--- config.mk ---
export PLATFORM = sky130hd
export DESIGN_NAME = vc_input_port
export DESIGN_NICKNAME = d
export VERILOG_FILES = /design/src/rtl/router_pkg.sv /design/src/rtl/vc_fifo.sv /design/src/rtl/vc_input_port.sv
export SDC_FILE = /design/constraint.sdc
export NUM_CORES = 1
export LEC_CHECK = 0
export CORE_MARGIN = 2
export CORE_UTILIZATION = 50
export CTS_CLUSTER_SIZE = 8
export DETAILED_ROUTE_END_ITERATION = 8
export DONT_BUFFER_PORTS = 1
export PLACE_DENSITY_LB_ADDON = 0.05
export RECOVER_POWER = 100
export SLEW_MARGIN = 10
export SYNTH_ARGS = -nofsm -noshare
export SYNTH_HDL_FRONTEND = slang
export SYNTH_SLANG_ARGS = --single-unit
--- constraint.sdc ---
create_clock -name clk -period 8.5 [get_ports clk]
set_clock_uncertainty 0.15 [all_clocks]
set_input_delay 1.7 -clock clk [delete_from_list [all_inputs] [get_ports clk]]
set_output_delay 1.7 -clock clk [all_outputs]
set_load 0.1 [all_outputs]
--- src/rtl/router_pkg.sv ---
// router_pkg: shared router types, flit layout constants, XY routing and one-hot helpers
package router_pkg;
  localparam int FLIT_DATA_WIDTH = 32;
  localparam int NORTH = 0;
  localparam int SOUTH = 1;
  localparam int WEST  = 2;
  localparam int EAST  = 3;
  localparam int LOCAL = 4;
  typedef enum logic [1:0] {BODY = 2'b00, HEAD = 2'b01, TAIL = 2'b10, HEAD_TAIL = 2'b11} flit_type_e;
  typedef enum logic [1:0] {IDLE, RC, VA, ACTIVE} vc_state_e;
  function automatic int route_compute(input int cur, input int dest, input int per_row);
    int cx = cur % per_row;
    int cy = cur / per_row;
    int dx = dest % per_row;
    int dy = dest / per_row;
    return dx > cx ? EAST : dx < cx ? WEST : dy > cy ? SOUTH : dy < cy ? NORTH : LOCAL;
  endfunction
  function automatic logic [31:0] index_2_one_hot(input int idx);
    return 32'd1 << idx;
  endfunction
  function automatic logic is_head(input logic [1:0] t);
    flit_type_e ft = flit_type_e'(t);
    return ft == HEAD || ft == HEAD_TAIL;
  endfunction
  function automatic logic is_tail(input logic [1:0] t);
    flit_type_e ft = flit_type_e'(t);
    return ft == TAIL || ft == HEAD_TAIL;
  endfunction
endpackage

--- src/rtl/vc_fifo.sv ---
// vc_fifo: DEPTH-entry circular flit buffer; push/pop, empty and occupancy count, front flit on dout
//   clk, reset (async active-low), push, pop, din -> dout (front), empty, count
//   A push into a full buffer is accepted only when a pop happens in the same cycle.
module vc_fifo #(
  parameter int WIDTH = 32,
  parameter int DEPTH = 4
) (
  input  logic                       clk,
  input  logic                       reset,
  input  logic                       push,
  input  logic                       pop,
  input  logic [WIDTH-1:0]           din,
  output logic [WIDTH-1:0]           dout,
  output logic                       empty,
  output logic [$clog2(DEPTH+1)-1:0] count
);
  localparam int PW = $clog2(DEPTH);
  localparam int CW = $clog2(DEPTH + 1);
  logic [WIDTH-1:0] mem [DEPTH];
  logic [PW-1:0] rd, wr;
  logic do_push, do_pop;
  assign empty   = count == '0;
  assign do_pop  = pop && !empty;
  assign do_push = push && (count != CW'(DEPTH) || do_pop);
  assign dout    = mem[rd];
  always_ff @(posedge clk or negedge reset)
    if (!reset) begin
      rd    <= '0;
      wr    <= '0;
      count <= '0;
    end else begin
      if (do_pop) rd <= (rd == PW'(DEPTH - 1)) ? '0 : rd + 1'b1;
      if (do_push) wr <= (wr == PW'(DEPTH - 1)) ? '0 : wr + 1'b1;
      count <= count + CW'(do_push) - CW'(do_pop);
    end
  always_ff @(posedge clk)
    if (do_push) mem[wr] <= din;
endmodule

--- src/rtl/vc_input_port.sv ---
// vc_input_port: router input port with NUM_VC wormhole virtual channels (RC -> VA -> switch requests)
//   clk, reset (async active-low)
//   in_flit/in_valid/in_vc: upstream flits; route_req/va_req/sa_req: per-VC requests to allocators
//   va_grant/va_out_vc, sa_grant: allocator responses; out_*: registered dequeued flit
//   credit_valid/credit_vc: one credit per freed slot; proto_err: sticky protocol error
module vc_input_port
  import router_pkg::*;
#(
  parameter int NUM_PORTS      = 5,
  parameter int NUM_VC         = 4,
  parameter int BUF_DEPTH      = 4,
  parameter int NUM_ROUTERS    = 16,
  parameter int ROUTER_PER_ROW = 4,
  parameter int ROUTER_ID      = 0,
  parameter int VC_BITS        = $clog2(NUM_VC)
) (
  input  logic                                 clk,
  input  logic                                 reset,
  input  logic [FLIT_DATA_WIDTH-1:0]           in_flit,
  input  logic                                 in_valid,
  input  logic [VC_BITS-1:0]                   in_vc,
  output logic [NUM_VC-1:0][NUM_PORTS-1:0]     route_req,
  output logic [NUM_VC-1:0]                    va_req,
  input  logic [NUM_VC-1:0]                    va_grant,
  input  logic [NUM_VC-1:0][VC_BITS-1:0]       va_out_vc,
  output logic [NUM_VC-1:0]                    sa_req,
  input  logic [NUM_VC-1:0]                    sa_grant,
  output logic [FLIT_DATA_WIDTH-1:0]           out_flit,
  output logic                                 out_valid,
  output logic [VC_BITS-1:0]                   out_vc,
  output logic [NUM_PORTS-1:0]                 out_port,
  output logic                                 credit_valid,
  output logic [VC_BITS-1:0]                   credit_vc,
  output logic                                 proto_err
);
  localparam int RID_BITS = $clog2(NUM_ROUTERS);
  localparam int CW = $clog2(BUF_DEPTH + 1);
  logic [NUM_VC-1:0][FLIT_DATA_WIDTH-1:0] front;
  logic [NUM_VC-1:0][CW-1:0] count;
  logic [NUM_VC-1:0] empty, push, pop, sa_pop, disc_ok, disc, drop;
  logic [NUM_VC-1:0][NUM_PORTS-1:0] route_port;
  logic [NUM_VC-1:0][VC_BITS-1:0] ovc;
  logic [VC_BITS-1:0] pop_idx;
  logic bad_grant;
  vc_state_e state [NUM_VC];
  vc_state_e nxt [NUM_VC];
  for (genvar v = 0; v < NUM_VC; v++) begin : g_vc
    vc_fifo #(.WIDTH(FLIT_DATA_WIDTH), .DEPTH(BUF_DEPTH)) u_fifo (
      .clk   (clk),
      .reset (reset),
      .push  (push[v]),
      .pop   (pop[v]),
      .din   (in_flit),
      .dout  (front[v]),
      .empty (empty[v]),
      .count (count[v])
    );
  end
  // A stray non-head flit on an idle VC is discarded; only one discard per cycle and only
  // when no switch pop happens, so the single credit port can return its slot too.
  always_comb begin
    push    = '0;
    sa_pop  = '0;
    disc_ok = '0;
    drop    = '0;
    pop_idx = '0;
    for (int v = 0; v < NUM_VC; v++) begin
      push[v]    = in_valid && in_vc == VC_BITS'(v);
      sa_pop[v]  = sa_grant[v] && $onehot(sa_grant) && state[v] == ACTIVE && !empty[v];
      disc_ok[v] = state[v] == IDLE && !empty[v] && !is_head(front[v][1:0]);
    end
    disc      = |sa_pop ? '0 : disc_ok & -disc_ok;
    pop       = sa_pop | disc;
    bad_grant = |(sa_grant & ~sa_pop);
    for (int v = 0; v < NUM_VC; v++) begin
      drop[v] = push[v] && count[v] == CW'(BUF_DEPTH) && !pop[v];
      if (pop[v]) pop_idx = VC_BITS'(v);
    end
  end
  always_comb begin
    nxt = state;
    for (int v = 0; v < NUM_VC; v++)
      case (state[v])
        IDLE:    if (!empty[v] && is_head(front[v][1:0])) nxt[v] = RC;
        RC:      nxt[v] = VA;
        VA:      if (va_grant[v]) nxt[v] = ACTIVE;
        ACTIVE:  if (sa_pop[v] && is_tail(front[v][1:0])) nxt[v] = IDLE;
        default: nxt[v] = IDLE;
      endcase
  end
  always_comb begin
    route_req = '0;
    va_req    = '0;
    sa_req    = '0;
    for (int v = 0; v < NUM_VC; v++) begin
      route_req[v] = (state[v] == VA || state[v] == ACTIVE) ? route_port[v] : '0;
      va_req[v]    = state[v] == VA;
      sa_req[v]    = state[v] == ACTIVE && !empty[v];
    end
  end
  always_ff @(posedge clk or negedge reset)
    if (!reset) for (int v = 0; v < NUM_VC; v++) state[v] <= IDLE;
    else state <= nxt;
  always_ff @(posedge clk or negedge reset)
    if (!reset) begin
      route_port   <= '0;
      ovc          <= '0;
      out_flit     <= '0;
      out_valid    <= 1'b0;
      out_vc       <= '0;
      out_port     <= '0;
      credit_valid <= 1'b0;
      credit_vc    <= '0;
      proto_err    <= 1'b0;
    end else begin
      for (int v = 0; v < NUM_VC; v++) begin
        if (state[v] == RC)
          route_port[v] <= NUM_PORTS'(index_2_one_hot(route_compute(ROUTER_ID,
                             int'(front[v][FLIT_DATA_WIDTH-1 -: RID_BITS]), ROUTER_PER_ROW)));
        if (state[v] == VA && va_grant[v]) ovc[v] <= va_out_vc[v];
      end
      out_valid <= |sa_pop;
      if (|sa_pop) begin
        out_flit <= front[pop_idx];
        out_vc   <= ovc[pop_idx];
        out_port <= route_port[pop_idx];
      end
      credit_valid <= |pop;
      if (|pop) credit_vc <= pop_idx;
      proto_err <= proto_err | bad_grant | (|disc) | (|drop);
    end
endmodule

==> results.py <==
metrics = {
    "sta": {
        "worstMarginPinSlew_ns": 3.43,
        "min_period_over_period": 0.808,
        "whs_ns": 0.359,
        "setup_tns_ns": 0,
        "max_freq_mhz": 146,
        "final_hold_viol_count": 0,
        "relSlewSlack": -1.28,
        "min_period_ns": 6.86,
        "rsz0062_at_grt": "false",
        "setup_viol": 0,
        "slew_viol_final": 252,
    },
    "setup_path": {
        "rr_endpoint": "g_vc[0].u_fifo.mem[0][8]",
        "reg2reg_from": "g_vc[0].u_fifo.rd[0]",
        "crit_path_end_kind": "register",
        "cp.required_ns": 8.85,
        "criticalPathCategory": "input pin to register",
        "arrival_ns": 7.22,
        "cp-start-kind": "input pin",
        "r2r_setup_slack_ns": 1.88,
        "crit_fanout": 56,
        "ff2ff_path_depth": 7,
    },
    "synthesis": {
        "ys_seq_area_frac": 0.726,
        "synthesis.area_sq_um": 24900,
        "syn-instance-count": 1375,
        "synth_nets": 1478,
        "synth_edf_count": 512,
        "synth_ff_type": "edfxtp_1",
        "yosysWarnings": 0,
        "yosysUniqueCellTypes": 51,
        "async_flop_share": 0.174,
        "syn_avg_cell_area_sq_um": 18.1,
        "synth_seq_cells": 620,
    },
    "route": {
        "ant_nets": 0,
        "routedWlPerCell_microns": 26.0,
        "drtIter0Drc": 919,
        "drc": 0,
        "wl_microns": 56100,
        "num_vias": 12500,
        "drt-pass1-iter-count": 5,
        "viasPerCell": 5.81,
    },
    "status": {
        "status": "finished with violations",
        "violations": "capacitance limit, slew limit",
    },
    "clocking": {
        "clk_pin_slew_worst_paths_ns": 0.05,
        "post_cts_resized": 0,
        "post_cts_buffers": 0,
        "cts_hold_buf": 0,
        "cts_made_buffers": 87,
        "clk_latency_ns": 0.62,
        "clk_path_buf_depth": 3,
        "cts_root_buf": "clkbuf_16",
        "cts_tree": "yes",
        "clkSinkCount": 620,
        "htreeDepth": 3,
    },
    "finish": {
        "drive_gt1_frac": 0.194,
        "antenna_cells": 0,
        "fillers": 3798,
        "layout.nets": 1525,
        "register_area_sq_um": 18100,
        "multi_input_area_sq_um": 6310,
        "final_common_cell": "edfxtp_1",
        "synthToLayoutAreaGrowth_pct": 13.2,
        "final_cell_mix": "edfxtp_1 (512), mux4_2 (128), dfrtp_1 (101)",
    },
    "global_routing": {
        "grt.busiest_layer": "met2",
        "grt_pass1_vias": 12900,
        "grt_remaining_overflow": 0,
        "met1_usage": 0.302,
        "grt_max_degree": 109,
        "antenna_found_initial": 1,
        "use_met3": 0.0555,
        "globalRouteMet2Util": 0.367,
        "grt_pass1_wl_microns": 83600,
        "grtUsageTotal": 0.226,
    },
    "placement": {
        "gp_congestion": 0.797,
        "dpl.hpwl_microns": 32200,
        "io_buffers": 0,
    },
    "floorplan": {
        "dieArea_sq_um": 51600,
        "fp.dieH_microns": 227,
        "die_w_microns": 227,
        "initial_core_util": 0.508,
        "rows": 81,
        "core-area_sq_um": 49100,
        "ios": 125,
    },
    "flow_run": {
        "maxCapViolations": 28,
    },
    "worst_hold_path": {
        "holdPathStages": 1,
        "hold_end": "ovc[1]",
        "hold_class": "register to register",
        "hp-start": "ovc[1]",
    },
    "power_and_ir_drop": {
        "powerDensity_nw_per_um2": 370,
        "ir_drop_v": 0.000202,
        "p_leak_nw": 9.60,
    },
}
## logic make-up after synthesis
| group | share of synthesized area |
|---|---|
| buf+inv | 0.0218 |
| compound gates | 0.0496 |
| fa+ha+maj | 0.0266 |
| mux | 0.138 |
| flops | 0.726 |
| xor+xnor | 0.00317 |
| simple gates | 0.0343 |
## synth_stat cells (4+ instances only)
cell | instances | area, sq um
and2_1 | 21 | 131
buf_1 | 8 | 30.0
o32ai_1 | 4 | 35.0
buf_2 | 7 | 35.0
dfrtp_1 | 108 | 2700
o311a_1 | 4 | 40.0
mux2_2 | 26 | 293
o21a_1 | 4 | 30.0
a221oi_1 | 16 | 140
a31oi_1 | 6 | 37.5
nor3_1 | 9 | 45.0
a21o_1 | 4 | 30.0
clkbuf_1 | 43 | 161
ha_1 | 45 | 563
nor2b_1 | 24 | 150
inv_1 | 80 | 300
nand2_1 | 41 | 154
fa_1 | 5 | 100
mux2i_1 | 27 | 270
a21oi_1 | 15 | 75.1
mux4_2 | 128 | 2880
o22ai_1 | 32 | 200
o21ai_0 | 88 | 440
edfxtp_1 | 512 | 15400
xnor2_1 | 8 | 70.1
nor2_1 | 73 | 274
## layout make-up
class	count	area share
timing repair buffer	18	0.00364
sequential	620	0.642
tap	664	0.0295
multi-input combinational	615	0.224
clock inverter	5	0.00324
inverter	80	0.0107
clock buffer	153	0.0875
## registers in the layout, indices dropped and copies added (netlist names)
name / cells
route_port: 20
proto_err: 1
credit_vc: 2
g_vc.u_fifo.wr: 8
g_vc.u_fifo.count: 12
state: 8
g_vc.u_fifo.mem: 512
g_vc.u_fifo.rd: 8
out_vc: 2
out_valid: 1
ovc: 8
credit_valid: 1
out_port: 5
out_flit: 32
## worst max-delay path, cell delays in order
cell and delay, ns:
inv_1 0.05, fa_1 0.53, inv_1 0.05, ha_1 0.17, ha_1 0.30, nor3b_1 0.88
o41ai_4 0.22, buf_4 0.29, inv_1 0.26, clkbuf_1 2.01, o21ai_0 0.33, a211o_1 0.38
## power breakdown
part | leakage (nW) | switching [mW] | total [mW] | internal, mW
combinational | 2.53 | 1.59 | 2.68 | 1.09
clock | 1.21 | 1.26 | 3.22 | 1.96
sequential | 5.86 | 0.873 | 4.52 | 3.65
total | 9.60 | 3.73 | 10.4 | 6.69
## metrics by stage
| step | std cells | instance area (sq um) | total power [mW] | util | setup WS (ns) |
|---|---|---|---|---|---|
| 2_1_floorplan | 1375 | 24900 | 6.52 | - | 2.92 |
| 3_3_place_gp | 1997 | 25800 | 7.28 | 0.525 | 2.22 |
| 3_5_place_dp | 1997 | 25800 | 7.32 | 0.525 | 2.07 |
| 4_1_cts | 2155 | 28300 | 10.6 | 0.577 | 2.71 |
| 5_1_grt | 2155 | 28200 | 10.9 | 0.575 | 1.24 |
| 6_report | 2155 | 28200 | 10.4 | 0.575 | 1.64 |
## worst max path at each step
stage,from,endpoint
floorplan,sa_grant[0],g_vc[2].u_fifo.mem[3][0]
global placement,sa_grant[0],g_vc[3].u_fifo.mem[3][12]
detailed placement,sa_grant[0],g_vc[3].u_fifo.mem[3][12]
CTS,sa_grant[0],g_vc[3].u_fifo.mem[3][11]
global route,sa_grant[0],proto_err
finish,sa_grant[0],proto_err
## layer usage
| metal | part of all wire | wire length [microns] |
|---|---|---|
| met5 | 0 | 0 |
| met4 | 0.030 | 1700 |
| met3 | 0.055 | 3100 |
| met2 | 0.49 | 27400 |
| met1 | 0.43 | 23900 |
No activity file was read; power rests on OpenSTA's default activity.
